--- src/rtl/if_stage_pipe_if.sv ---
// Fetch-stage bus: hazard/redirect controls, instruction memory port and IF/ID outputs.
// The slave modport is the fetch stage; the master modport is its environment.
interface if_stage_pipe_if;
  logic        stall;
  logic        IF_flush;
  logic        jump;
  logic        bne;
  logic        jr;
  logic [31:0] jump_target;
  logic [31:0] branch_target;
  logic [31:0] jr_target;
  logic [31:0] imem_rdata;
  logic [31:0] imem_addr;
  logic [31:0] if_id_instr;
  logic [31:0] if_id_pc4;
  logic        if_id_valid;

  modport master (
    output stall, IF_flush, jump, bne, jr,
    output jump_target, branch_target, jr_target, imem_rdata,
    input  imem_addr, if_id_instr, if_id_pc4, if_id_valid
  );

  modport slave (
    input  stall, IF_flush, jump, bne, jr,
    input  jump_target, branch_target, jr_target, imem_rdata,
    output imem_addr, if_id_instr, if_id_pc4, if_id_valid
  );
endinterface

--- src/rtl/if_stage_pipe.sv ---
// MIPS instruction-fetch stage: PC register, next-PC select, IF/ID register and
// a saturating counter of flushed fetch slots.
module if_stage_pipe #(
  parameter logic [31:0] RESET_PC    = 32'h0000_0000,
  parameter logic [31:0] NOP_INSTR   = 32'h0000_0000,
  parameter int unsigned FLUSH_CNT_W = 16
) (
  input  logic                   clk,
  input  logic                   rst_n,
  input  logic                   cnt_clr,
  if_stage_pipe_if.slave         bus,
  output logic [FLUSH_CNT_W-1:0] flush_count
);

  logic [31:0] pc;
  logic [31:0] pc_plus4;
  logic [31:0] pc_next;
  logic [31:0] redirect_target;
  logic        redirect;
  logic [31:0] instr_q;
  logic [31:0] pc4_q;
  logic        valid_q;

  assign pc_plus4 = pc + 32'd4;
  assign redirect = bus.jr | bus.bne | bus.jump;

  always_comb begin
    redirect_target = bus.jump_target;
    if (bus.jr) begin
      redirect_target = bus.jr_target;
    end else if (bus.bne) begin
      redirect_target = bus.branch_target;
    end
  end

  // A redirect must never be lost to a stall, so it is checked first.
  always_comb begin
    pc_next = pc_plus4;
    if (redirect) begin
      pc_next = redirect_target & 32'hFFFF_FFFC;
    end else if (bus.stall) begin
      pc_next = pc;
    end
  end

  always_ff @(posedge clk or negedge rst_n) begin
    if (!rst_n) begin
      pc <= RESET_PC;
    end else begin
      pc <= pc_next;
    end
  end

  always_ff @(posedge clk or negedge rst_n) begin
    if (!rst_n) begin
      instr_q <= NOP_INSTR;
      pc4_q   <= '0;
      valid_q <= 1'b0;
    end else if (bus.IF_flush) begin
      instr_q <= NOP_INSTR;
      pc4_q   <= pc_plus4;
      valid_q <= 1'b0;
    end else if (!bus.stall) begin
      instr_q <= bus.imem_rdata;
      pc4_q   <= pc_plus4;
      valid_q <= 1'b1;
    end
  end

  always_ff @(posedge clk or negedge rst_n) begin
    if (!rst_n) begin
      flush_count <= '0;
    end else if (cnt_clr) begin
      flush_count <= '0;
    end else if (bus.IF_flush && (flush_count != '1)) begin
      flush_count <= flush_count + FLUSH_CNT_W'(1);
    end
  end

  assign bus.imem_addr   = pc;
  assign bus.if_id_instr = instr_q;
  assign bus.if_id_pc4   = pc4_q;
  assign bus.if_id_valid = valid_q;

endmodule

--- src/flat_wrapper.sv ---
// flat-port wrapper written by rule: the top's interface ports become plain ports
module if_stage_pipe_flat 
#(
  parameter logic [31:0] RESET_PC    = 32'h0000_0000,
  parameter logic [31:0] NOP_INSTR   = 32'h0000_0000,
  parameter int unsigned FLUSH_CNT_W = 16
)
  (clk, rst_n, cnt_clr, flush_count, bus_stall, bus_IF_flush, bus_jump, bus_bne, bus_jr, bus_jump_target, bus_branch_target, bus_jr_target, bus_imem_rdata, bus_imem_addr, bus_if_id_instr, bus_if_id_pc4, bus_if_id_valid);
  if_stage_pipe_if bus_i ();
  input  logic clk;
  input  logic rst_n;
  input  logic cnt_clr;
  output logic [FLUSH_CNT_W-1:0] flush_count;
  input wire logic [$bits(bus_i.stall)-1:0] bus_stall;
  input wire logic [$bits(bus_i.IF_flush)-1:0] bus_IF_flush;
  input wire logic [$bits(bus_i.jump)-1:0] bus_jump;
  input wire logic [$bits(bus_i.bne)-1:0] bus_bne;
  input wire logic [$bits(bus_i.jr)-1:0] bus_jr;
  input wire logic [$bits(bus_i.jump_target)-1:0] bus_jump_target;
  input wire logic [$bits(bus_i.branch_target)-1:0] bus_branch_target;
  input wire logic [$bits(bus_i.jr_target)-1:0] bus_jr_target;
  input wire logic [$bits(bus_i.imem_rdata)-1:0] bus_imem_rdata;
  output wire logic [$bits(bus_i.imem_addr)-1:0] bus_imem_addr;
  output wire logic [$bits(bus_i.if_id_instr)-1:0] bus_if_id_instr;
  output wire logic [$bits(bus_i.if_id_pc4)-1:0] bus_if_id_pc4;
  output wire logic [$bits(bus_i.if_id_valid)-1:0] bus_if_id_valid;
  assign bus_i.stall = bus_stall;
  assign bus_i.IF_flush = bus_IF_flush;
  assign bus_i.jump = bus_jump;
  assign bus_i.bne = bus_bne;
  assign bus_i.jr = bus_jr;
  assign bus_i.jump_target = bus_jump_target;
  assign bus_i.branch_target = bus_branch_target;
  assign bus_i.jr_target = bus_jr_target;
  assign bus_i.imem_rdata = bus_imem_rdata;
  assign bus_imem_addr = bus_i.imem_addr;
  assign bus_if_id_instr = bus_i.if_id_instr;
  assign bus_if_id_pc4 = bus_i.if_id_pc4;
  assign bus_if_id_valid = bus_i.if_id_valid;
  if_stage_pipe #(.RESET_PC(RESET_PC), .NOP_INSTR(NOP_INSTR), .FLUSH_CNT_W(FLUSH_CNT_W)) u_core (.clk(clk), .rst_n(rst_n), .cnt_clr(cnt_clr), .bus(bus_i), .flush_count(flush_count));
endmodule
--- config.mk ---
export PLATFORM = sky130hd
export DESIGN_NAME = if_stage_pipe_flat
export DESIGN_NICKNAME = d
export VERILOG_FILES = /design/src/rtl/if_stage_pipe_if.sv /design/src/rtl/if_stage_pipe.sv /design/src/flat_wrapper.sv
export SDC_FILE = /design/constraint.sdc
export NUM_CORES = 1
export LEC_CHECK = 0
export ABC_AREA = 1
export BUFFER_PORTS_ARGS = -buffer_cell sky130_fd_sc_hd__buf_4
export CAP_MARGIN = 40
export CORE_MARGIN = 3
export CORE_UTILIZATION = 40
export DETAILED_ROUTE_END_ITERATION = 12
export PLACE_DENSITY = 0.64
export SYNTH_ARGS = -nofsm -noshare
export SYNTH_HDL_FRONTEND = slang
export SYNTH_SLANG_ARGS = --single-unit
--- constraint.sdc ---
create_clock -name clk -period 3.39 [get_ports clk]
set_clock_uncertainty 0.15 [all_clocks]
set_input_delay 0.339 -clock clk [delete_from_list [all_inputs] [get_ports clk]]
set_output_delay 0.339 -clock clk [all_outputs]
set_load 0.02 [all_outputs]
==> results_dict.tcl, run 1 <==
set metrics [dict create \
    status "completed" \
    grt_pass1_wl_um 31100 \
    postRouteAntennaNets 0 \
    cp_max_fo 5 \
    cts_root_buf "clkbuf_16" \
    seq_power_share 0.432 \
    rrSetupSlack_ps 1340 \
    r2r_cells 9 \
    r2r_start "u_core.bus.imem_addr[2]" \
    cpMostUsedCell "nand2_1" \
    path_class "reg2reg" \
    clock_sinks 109 \
    clockPowerShare 0.317 \
    cp-end-kind "flop" \
    cap_violations 0 \
    cp_cell_sequence "ha_1 > nand3_1 > nor2_1 > nand2_1 > inv_1 > nand3_1 > nand2_1 > nand2_1 > a21oi_1" \
    first_pass_iters 5 \
    fp.dieArea_um2 16900 \
    r2r-end "u_core.bus.imem_addr[28]" \
    switching_power_w 0.00111 \
    synth_seq_cells 109 \
    utilization 0.567 \
    power.total_w 0.00356 \
    synth_cell_types 36 \
    finalSetupViolCount 0 \
    p_sw_frac 0.313 \
    finalCritPeriodShare 0.604 \
    port_buffers 238 \
    num_antenna_cells 0 \
    clkTransAtPathRegs_ps 80 \
    cts_tree "yes" \
    synth_cells 857 \
    hold_violations 0 \
    grt_pass1_vias 5921 \
    cts_buffers 9 \
    grt-ovfl-total 0 \
    cpMaxStageDelayCell "dfrtp_1" \
    critPathTopFamily "simple AND/OR/NAND/NOR gates" \
    dp_hpwl_um 15000 \
    synth_edf_count 0 \
    synth_area_um2 6150 \
    drtIter0Drc 479 \
    async_flop_share 1.00 \
    mostFrequentLayoutCell "nand2_1" \
    syn2layout_area_growth_pct 36.6 \
    via_per_inst 5.00 \
    cts_buffer_depth 2 \
    fmax_ghz 0.488 \
    yosysSeqAreaShare 0.444 \
    core-area_um2 14800 \
    cellInternalPower_w 0.00245 \
    syn_avg_cell_area_um2 7.18 \
    grt_setup_unrepaired "false" \
    hold_ws_ps 54.2 \
    p_leak_nw 4.27 \
    relSlewSlack 0.561 \
    wl_per_cell_um 15.5 \
    worstSkewPairLatency_ps 360 \
    cts_setup_buffers 0 \
    peakVddDrop_uv 288 \
    cpPeakStageDelay_ps 440 \
    holdCritStartpoint "cnt_clr" \
    crit_buf_inv 1 \
    dpl.cell_count 1249 \
    critPathLaunchType "flop" \
    antenna_found_initial 0 \
    grt_usage 0.233 \
    fp.dieH_um 130 \
    fin_cells 1266 \
    die_x_um 130 \
    drive_above_1_share 0.262 \
    setup_tns_ps 0 \
    htreeDepth 3 \
    hold_path_end "u_core.flush_count[9]" \
    nets 1215 \
    vias 6336 \
    drc_errors 0 \
    finalMaxSlewViolations 0 \
    hold_path.class "in2reg" \
    critPathRequiredTime_ps 3520 \
    start_util 0.415 \
    pin_count 249 \
    wirelength_um 19600 \
    grt_max_degree 64 \
    holdPathStages 2 \
    min_period_ps 2050 \
    cellPowerDensity_nw_per_um2 424 \
    final_cell_mix "265 x nand2_1, 243 x buf_4, 109 x dfrtp_1, 90 x nor2_1, 78 x o21ai_0" \
    rows 44 \
    synth_flop_cell "dfrtp_1" \
    comb_power_share 0.251 \
    yosysWarnings 0 \
    worstMarginPinSlew_ps 658 \
    crit_arrival_ps 2180 \
    gp_congestion 0.901 \
]
## power by group through the flow
stage / clock network (W) / registers, W / logic [W]
detailed placement: 0 / 0.00156 / 0.000903
floorplan: 0 / 0.00169 / 0.000307
global route: 0.00121 / 0.00156 / 0.000986
CTS: 0.00116 / 0.00154 / 0.000907
finish: 0.00113 / 0.00154 / 0.000894
global placement: 0 / 0.00156 / 0.000890
## through the flow
step                setup slack [ps]  area [um^2]
finish                          1340         8400
CTS                             1310         8400
floorplan                       1500         6160
global placement                1220         8050
global route                    1140         8400
detailed placement              1340         8080
## sequential cells by signal (all words and copies together) (netlist names)
name                    count
u_core.flush_count         16
u_core.bus.imem_addr       30
u_core.bus.if_id_pc4       30
u_core.bus.if_id_valid      1
u_core.bus.if_id_instr     32
## worst register-to-register path, stage by stage, from the launching register on
cell and delay [ps]:
dfrtp_1 440, ha_1 250, nand3_1 160, nor2_1 240, nand2_1 180, inv_1 170, nand3_1 120, nand2_1 90
nand2_1 50, a21oi_1 150
## cell type report
cell class / count / area (um^2)
sequential: 109 / 2730
clock buffer: 10 / 229
tap: 184 / 230
inverter: 80 / 305
fill: 1462 / 6410
timing repair buffer: 246 / 1880
clock inverter: 6 / 87.6
multi-input combinational: 631 / 2940
## layer usage
layer  wire, um  up-vias  global-route usage  share of wire
met5          0        -                   0              0
li1           -     3193                   -              -
met3       1090       21              0.0524          0.056
met1       8720     2946               0.316           0.44
met4        345        0              0.0562          0.018
met2       9490      176               0.380           0.48
## synth_stat cells, types with 2 or more instances
cell        n  share of area
nand3_1    46          0.037
nor3_1      5         0.0041
or2_2       9         0.0092
nand3b_1    3         0.0037
nand2_1   265           0.16
ha_1        2         0.0041
o21ai_0    78          0.063
nand4_1     7         0.0071
nor2_2      2         0.0020
nor2_1     92          0.056
o211ai_1   15          0.018
xor2_1     18          0.026
inv_1      74          0.045
a31oi_1    11          0.011
xnor2_1     2         0.0028
and2_1      3         0.0031
clkbuf_1   25          0.015
a21oi_1    53          0.043
dfrtp_1   109           0.44
o21bai_1    2         0.0024
a22oi_1     3         0.0037
buf_4       5         0.0061
nand2_4     2         0.0037
buf_2       9         0.0073
inv_2       4         0.0024
o31ai_1     3         0.0037
## kinds of logic after synthesis
group / share of synthesized area
AOI/OAI and AO/OA: 0.148
xor gates and xnor gates: 0.0285
adders and majority gates: 0.00407
buffers and inverters: 0.0816
DFF: 0.444
other: 0.000610
and+or+nand+nor: 0.294
## worst max path at each step
| stage | from | end | slack (ps) | cells after the start |
|---|---|---|---|---|
| after floorplan | u_core.flush_count[0] | u_core.flush_count[2] | 1500 | 10 |
| after global placement | bus_bne | u_core.bus.imem_addr[3] | 1220 | 6 |
| after detailed placement | u_core.bus.imem_addr[2] | u_core.bus.imem_addr[28] | 1340 | 9 |
| after CTS | u_core.bus.imem_addr[2] | u_core.bus.imem_addr[28] | 1310 | 9 |
| after global routing | u_core.bus.imem_addr[2] | u_core.bus.imem_addr[28] | 1140 | 9 |
| final | u_core.bus.imem_addr[2] | u_core.bus.imem_addr[28] | 1340 | 9 |
## repair_timing
item	CTS	global route
resized for setup	0	0
endpoints found under the hold margin	46	0
hold buffers	1	0
Note: power is estimated with default switching activity, not from simulation.
==> inputs of run 2 (changes only) <==
Settings changed: PLACE_DENSITY 0.64 to 0.67.
Clock period 3.39 ns to 1.75 ns, I/O delays scaled along.
==> run 2 against run 1 <==
Effect of this change:
- core utilization rose by 6.6 points
- final cell count grew 7.2%
- critical path depth decreased by 1
- design area increased by 12%
- routed wire length grew 11%
- critical endpoint is now u_core.bus.imem_addr[13]
- largest cell class unchanged
==> results_dict.tcl, run 2 (synthesis results as in run 1) <==
set metrics [dict create \
    comb_power_share 0.280 \
    antenna_found_initial 0 \
    relSlewSlack 0.656 \
    peakVddDrop_uv 634 \
    grt_pass1_vias 6627 \
    cts_tree "yes" \
    p_sw_frac 0.329 \
    finalSetupViolCount 0 \
    status "completed" \
    vias 6810 \
    drc_errors 0 \
    critPathRequiredTime_ps 1850 \
    pin_count 249 \
    clock_sinks 109 \
    seq_power_share 0.417 \
    syn2layout_area_growth_pct 52.4 \
    min_period_ps 1670 \
    largest_register_ffs 32 \
    die_x_um 130 \
    finalMaxSlewViolations 0 \
    switching_power_w 0.00236 \
    clkTransAtPathRegs_ps 80 \
    mostFrequentLayoutCell "buf_4" \
    cpMostUsedCell "buf_4" \
    grt_setup_unrepaired "true" \
    critPathLaunchType "flop" \
    rows 44 \
    cpMaxStageDelayCell "dfrtp_2" \
    path_class "reg2reg" \
    cp_max_fo 4 \
    port_buffers 238 \
    dp_hpwl_um 16100 \
    drive_above_1_share 0.326 \
    cts_root_buf "clkbuf_16" \
    first_pass_iters 5 \
    start_util 0.415 \
    setup_tns_ps 0 \
    clockPowerShare 0.302 \
    crit_arrival_ps 1770 \
    grt_usage 0.253 \
    cp-end-kind "flop" \
    critPathTopFamily "buffers and inverters" \
    htreeDepth 3 \
    fp.dieArea_um2 16900 \
    hold_violations 0 \
    wirelength_um 21800 \
    worstMarginPinSlew_ps 515 \
    cts_buffers 9 \
    final_cell_mix "296 x buf_4, 260 x nand2_1, 97 x dfrtp_1, 79 x nor2_1, 77 x o21ai_0" \
    nets 1306 \
    num_antenna_cells 0 \
    grt_pass1_wl_um 33500 \
    cap_violations 0 \
    cpPeakStageDelay_ps 430 \
    fp.dieH_um 130 \
    finalCritPeriodShare 0.955 \
    cellInternalPower_w 0.00480 \
    postRouteAntennaNets 0 \
    cts_buffer_depth 2 \
    fmax_ghz 0.599 \
    hold_path.class "in2reg" \
    crit_buf_inv 3 \
    worstSkewPairLatency_ps 360 \
    grt-ovfl-total 0 \
    wl_per_cell_um 16.0 \
    drtIter0Drc 396 \
    grt_max_degree 35 \
    p_leak_nw 4.71 \
    gp_congestion 0.941 \
    cellPowerDensity_nw_per_um2 764 \
    via_per_inst 5.02 \
    power.total_w 0.00716 \
    cp_cell_sequence "buf_4 > nand3_1 > buf_4 > nor2_1 > buf_4 > xor2_1 > o21ai_0 > nand2_1" \
    core-area_um2 14800 \
]
run 2: what timing repair did:
item / in CTS / in global routing
gates cloned: 0 / 0
buffers inserted: 0 / 11
resized for setup: 3 / 47
hold buffers: 36 / 0
endpoints found under the hold margin: 149 / 0
setup endpoints to repair: 4 / 49
pin swaps: 0 / 10
run 2: final timing paths:
kind / slack, ps / cells past startpoint / to / start
min in group asynchronous: 130 / 2 / u_core.bus.imem_addr[6] / rst_n
min: 20 / 5 / u_core.bus.imem_addr[10] / bus_jr_target[10]
max reg2reg: 80 / 8 / u_core.bus.imem_addr[13] / u_core.bus.imem_addr[2]
max: 80 / 8 / u_core.bus.imem_addr[13] / u_core.bus.imem_addr[2]
max in group asynchronous: 790 / 3 / u_core.bus.if_id_instr[21] / rst_n
min reg2reg: 340 / 2 / u_core.bus.if_id_pc4[6] / u_core.bus.if_id_pc4[6]
run 2: stage by stage:
stage	cell area, um^2	instances	hold WS [ps]	util	setup WS (ps)
5_1_grt	9370	1357	49.2	0.633	-26.0
4_1_cts	9130	1346	13.9	0.617	-22.0
2_1_floorplan	6180	860	-271	-	4.85
3_5_place_dp	8440	1294	-31.7	0.570	-14.0
3_3_place_gp	8440	1294	-33.7	0.570	45.3
6_report	9370	1357	15.4	0.633	79.6
run 2: final cells by class:
class | instances | area (um^2)
timing repair buffer | 337 | 2670
clock inverter | 7 | 92.6
tap | 184 | 230
inverter | 80 | 313
fill | 1335 | 5440
clock buffer | 9 | 225
multi-input combinational | 631 | 3110
sequential | 109 | 2740
run 2: layer usage:
metal | GRT usage | routed length [um]
met2 | 0.439 | 10800
met5 | 0 | 0
met4 | 0.0844 | 686
met3 | 0.0774 | 1710
met1 | 0.299 | 8570
run 2: power by group through the flow:
stage	clock, W	combinational, W	sequential, W
5_1_grt	0.00231	0.00219	0.00302
6_report	0.00217	0.00201	0.00299
2_1_floorplan	0	0.000597	0.00329
3_3_place_gp	0	0.00186	0.00301
3_5_place_dp	0	0.00188	0.00302
4_1_cts	0.00221	0.00195	0.00298
run 2: worst register-to-register path, delay by kind of cell, from the launching register on:
kind,cells,cell delay (ps)
simple gates,3,230
compound gates,1,160
flops,1,430
buf+inv,3,450
xor+xnor,1,150
==> inputs of run 3 (changes only) <==
Settings changed: MAX_ROUTING_LAYER set to met4, SETUP_SLACK_MARGIN set to 0.2, SKIP_CTS_REPAIR_TIMING set to 1.
==> run 3 against run 2 <==
Effect of this change:
- clock-buffer cell count is 1 higher
- register-to-register slack worse by 70 ps
- worst hold slack better by 16 ps
- core utilization is 3.6 points higher
- flip-flop and latch count stayed put
- design area is 5.7% higher
- largest power group unchanged
- maximum frequency is 4.0% lower
- worst setup slack worse by 70 ps
- die area stayed put
- sequential share of layout area is 1.4 points lower
- critical endpoint is now u_core.bus.imem_addr[18]
- via count is 4.4% higher
- final cell count is 1.4% higher
==> results_dict.tcl, run 3 (synthesis results as in run 1) <==
set metrics [dict create \
    cp_max_fo 5 \
    nets 1325 \
    grt_pass1_vias 6377 \
    top_layer "met4" \
    dp_hpwl_um 15800 \
    largest_register_ffs 32 \
    drive_above_1_share 0.409 \
    drtIter0Drc 443 \
    fmax_ghz 0.575 \
    path_class "reg2reg" \
    setup_tns_ps 0 \
    clockPowerShare 0.277 \
    relSlewSlack 0.654 \
    min_period_ps 1740 \
    die_x_um 130 \
    fp.dieArea_um2 16900 \
    grt_usage 0.245 \
    cts_buffer_depth 2 \
    fin_area_um2 9910 \
    final_cell_mix "312 x buf_4, 229 x nand2_1, 80 x dfrtp_1, 71 x inv_1, 65 x nor2_1" \
    port_buffers 238 \
    hold_path.class "in2reg" \
    gp_congestion 0.896 \
    mostFrequentLayoutCell "buf_4" \
    grt_setup_unrepaired "true" \
    hold_violations 0 \
    worstMarginPinSlew_ps 518 \
    crit_buf_inv 0 \
    grt_pass1_wl_um 31600 \
    start_util 0.415 \
    cpMaxStageDelayCell "dfrtp_2" \
    seq_power_share 0.413 \
    cts_buffers 9 \
    utilization 0.669 \
    cellInternalPower_w 0.00478 \
    num_antenna_cells 0 \
    grt_max_degree 38 \
    fp.dieH_um 130 \
    crit_arrival_ps 1870 \
    cpPeakStageDelay_ps 420 \
    cts_root_buf "clkbuf_16" \
    cp-end-kind "flop" \
    htreeDepth 3 \
    via_per_inst 5.17 \
    pin_count 249 \
    finalCritPeriodShare 0.995 \
    worstSkewPairLatency_ps 360 \
    critPathLaunchType "flop" \
    wl_met1_um 8630 \
    drc_errors 0 \
    wirelength_um 22400 \
    route.met3.wl_um 1620 \
    cap_violations 0 \
    clkTransAtPathRegs_ps 80 \
    clock_sinks 109 \
    syn2layout_area_growth_pct 61.1 \
    antenna_found_initial 0 \
    peakVddDrop_uv 530 \
    cts_tree "yes" \
    p_leak_nw 4.88 \
    switching_power_w 0.00248 \
    status "completed" \
    grt-ovfl-total 0 \
    comb_power_share 0.310 \
    wl_per_cell_um 16.3 \
    critPathTopFamily "simple AND/OR/NAND/NOR gates" \
    finalMaxSlewViolations 0 \
    postRouteAntennaNets 0 \
    rows 44 \
    hold_ws_ps 31.1 \
    cp_cell_sequence "ha_4 > nand2_4 > nor2_4 > nand2_4 > nor2_4 > xor2_1 > nand2_1 > a21oi_2" \
    finalSetupViolCount 0 \
    critPathRequiredTime_ps 1880 \
    core-area_um2 14800 \
    cellPowerDensity_nw_per_um2 733 \
    vias 7109 \
    first_pass_iters 5 \
    p_sw_frac 0.341 \
    placed_area_um2 8410 \
    wl_met2_um 11400 \
]
run 3: per-stage QoR:
stage                     power [W]  cells  setup WS [ps]
after floorplan             0.00390    860           97.5
after global placement      0.00488   1280           3.92
after detailed placement    0.00490   1280           11.7
after CTS                   0.00690   1296          -38.1
after global routing        0.00762   1376          -92.3
final                       0.00726   1376           9.62
run 3: final timing paths:
kind | start | end | slack [ps] | cells past startpoint
min in group asynchronous | rst_n | u_core.bus.imem_addr[27] | 170 | 2
max | u_core.bus.imem_addr[3] | u_core.bus.imem_addr[18] | 10 | 8
max reg2reg | u_core.bus.imem_addr[3] | u_core.bus.imem_addr[18] | 10 | 8
max in group asynchronous | rst_n | u_core.bus.imem_addr[20] | 660 | 3
min reg2reg | u_core.bus.if_id_pc4[21] | u_core.bus.if_id_pc4[21] | 330 | 2
min | bus_stall | u_core.bus.if_id_valid | 30 | 4
run 3: final cells by class:
cell class | instances | area [um^2]
inverters | 80 | 315
fillers | 1260 | 4900
clock buffers | 10 | 229
repair inverters | 2 | 25.0
well taps | 184 | 230
clock inverters | 6 | 57.6
multi-input cells | 631 | 3480
repair buffers | 354 | 2810
flip-flops and latches | 109 | 2760
run 3: power groups by stage:
stage	clock (W)	sequential, W	combinational [W]
after floorplan	0	0.00330	0.000605
final	0.00201	0.00300	0.00225
after global routing	0.00215	0.00303	0.00244
after global placement	0	0.00303	0.00185
after CTS	0.00204	0.00298	0.00187
after detailed placement	0	0.00303	0.00187
run 3: per-layer routing:
metal  vias up  GRT usage
li1       3409          -
met1      3401      0.289
met2       256      0.419
met3        43     0.0589
met4         0     0.0703
met5         -          -
run 3: tightest hold or removal path, stage by stage:
cell and delay [ps]:
buf_4 100, inv_2 90, nor2_1 100, nor2_1 40
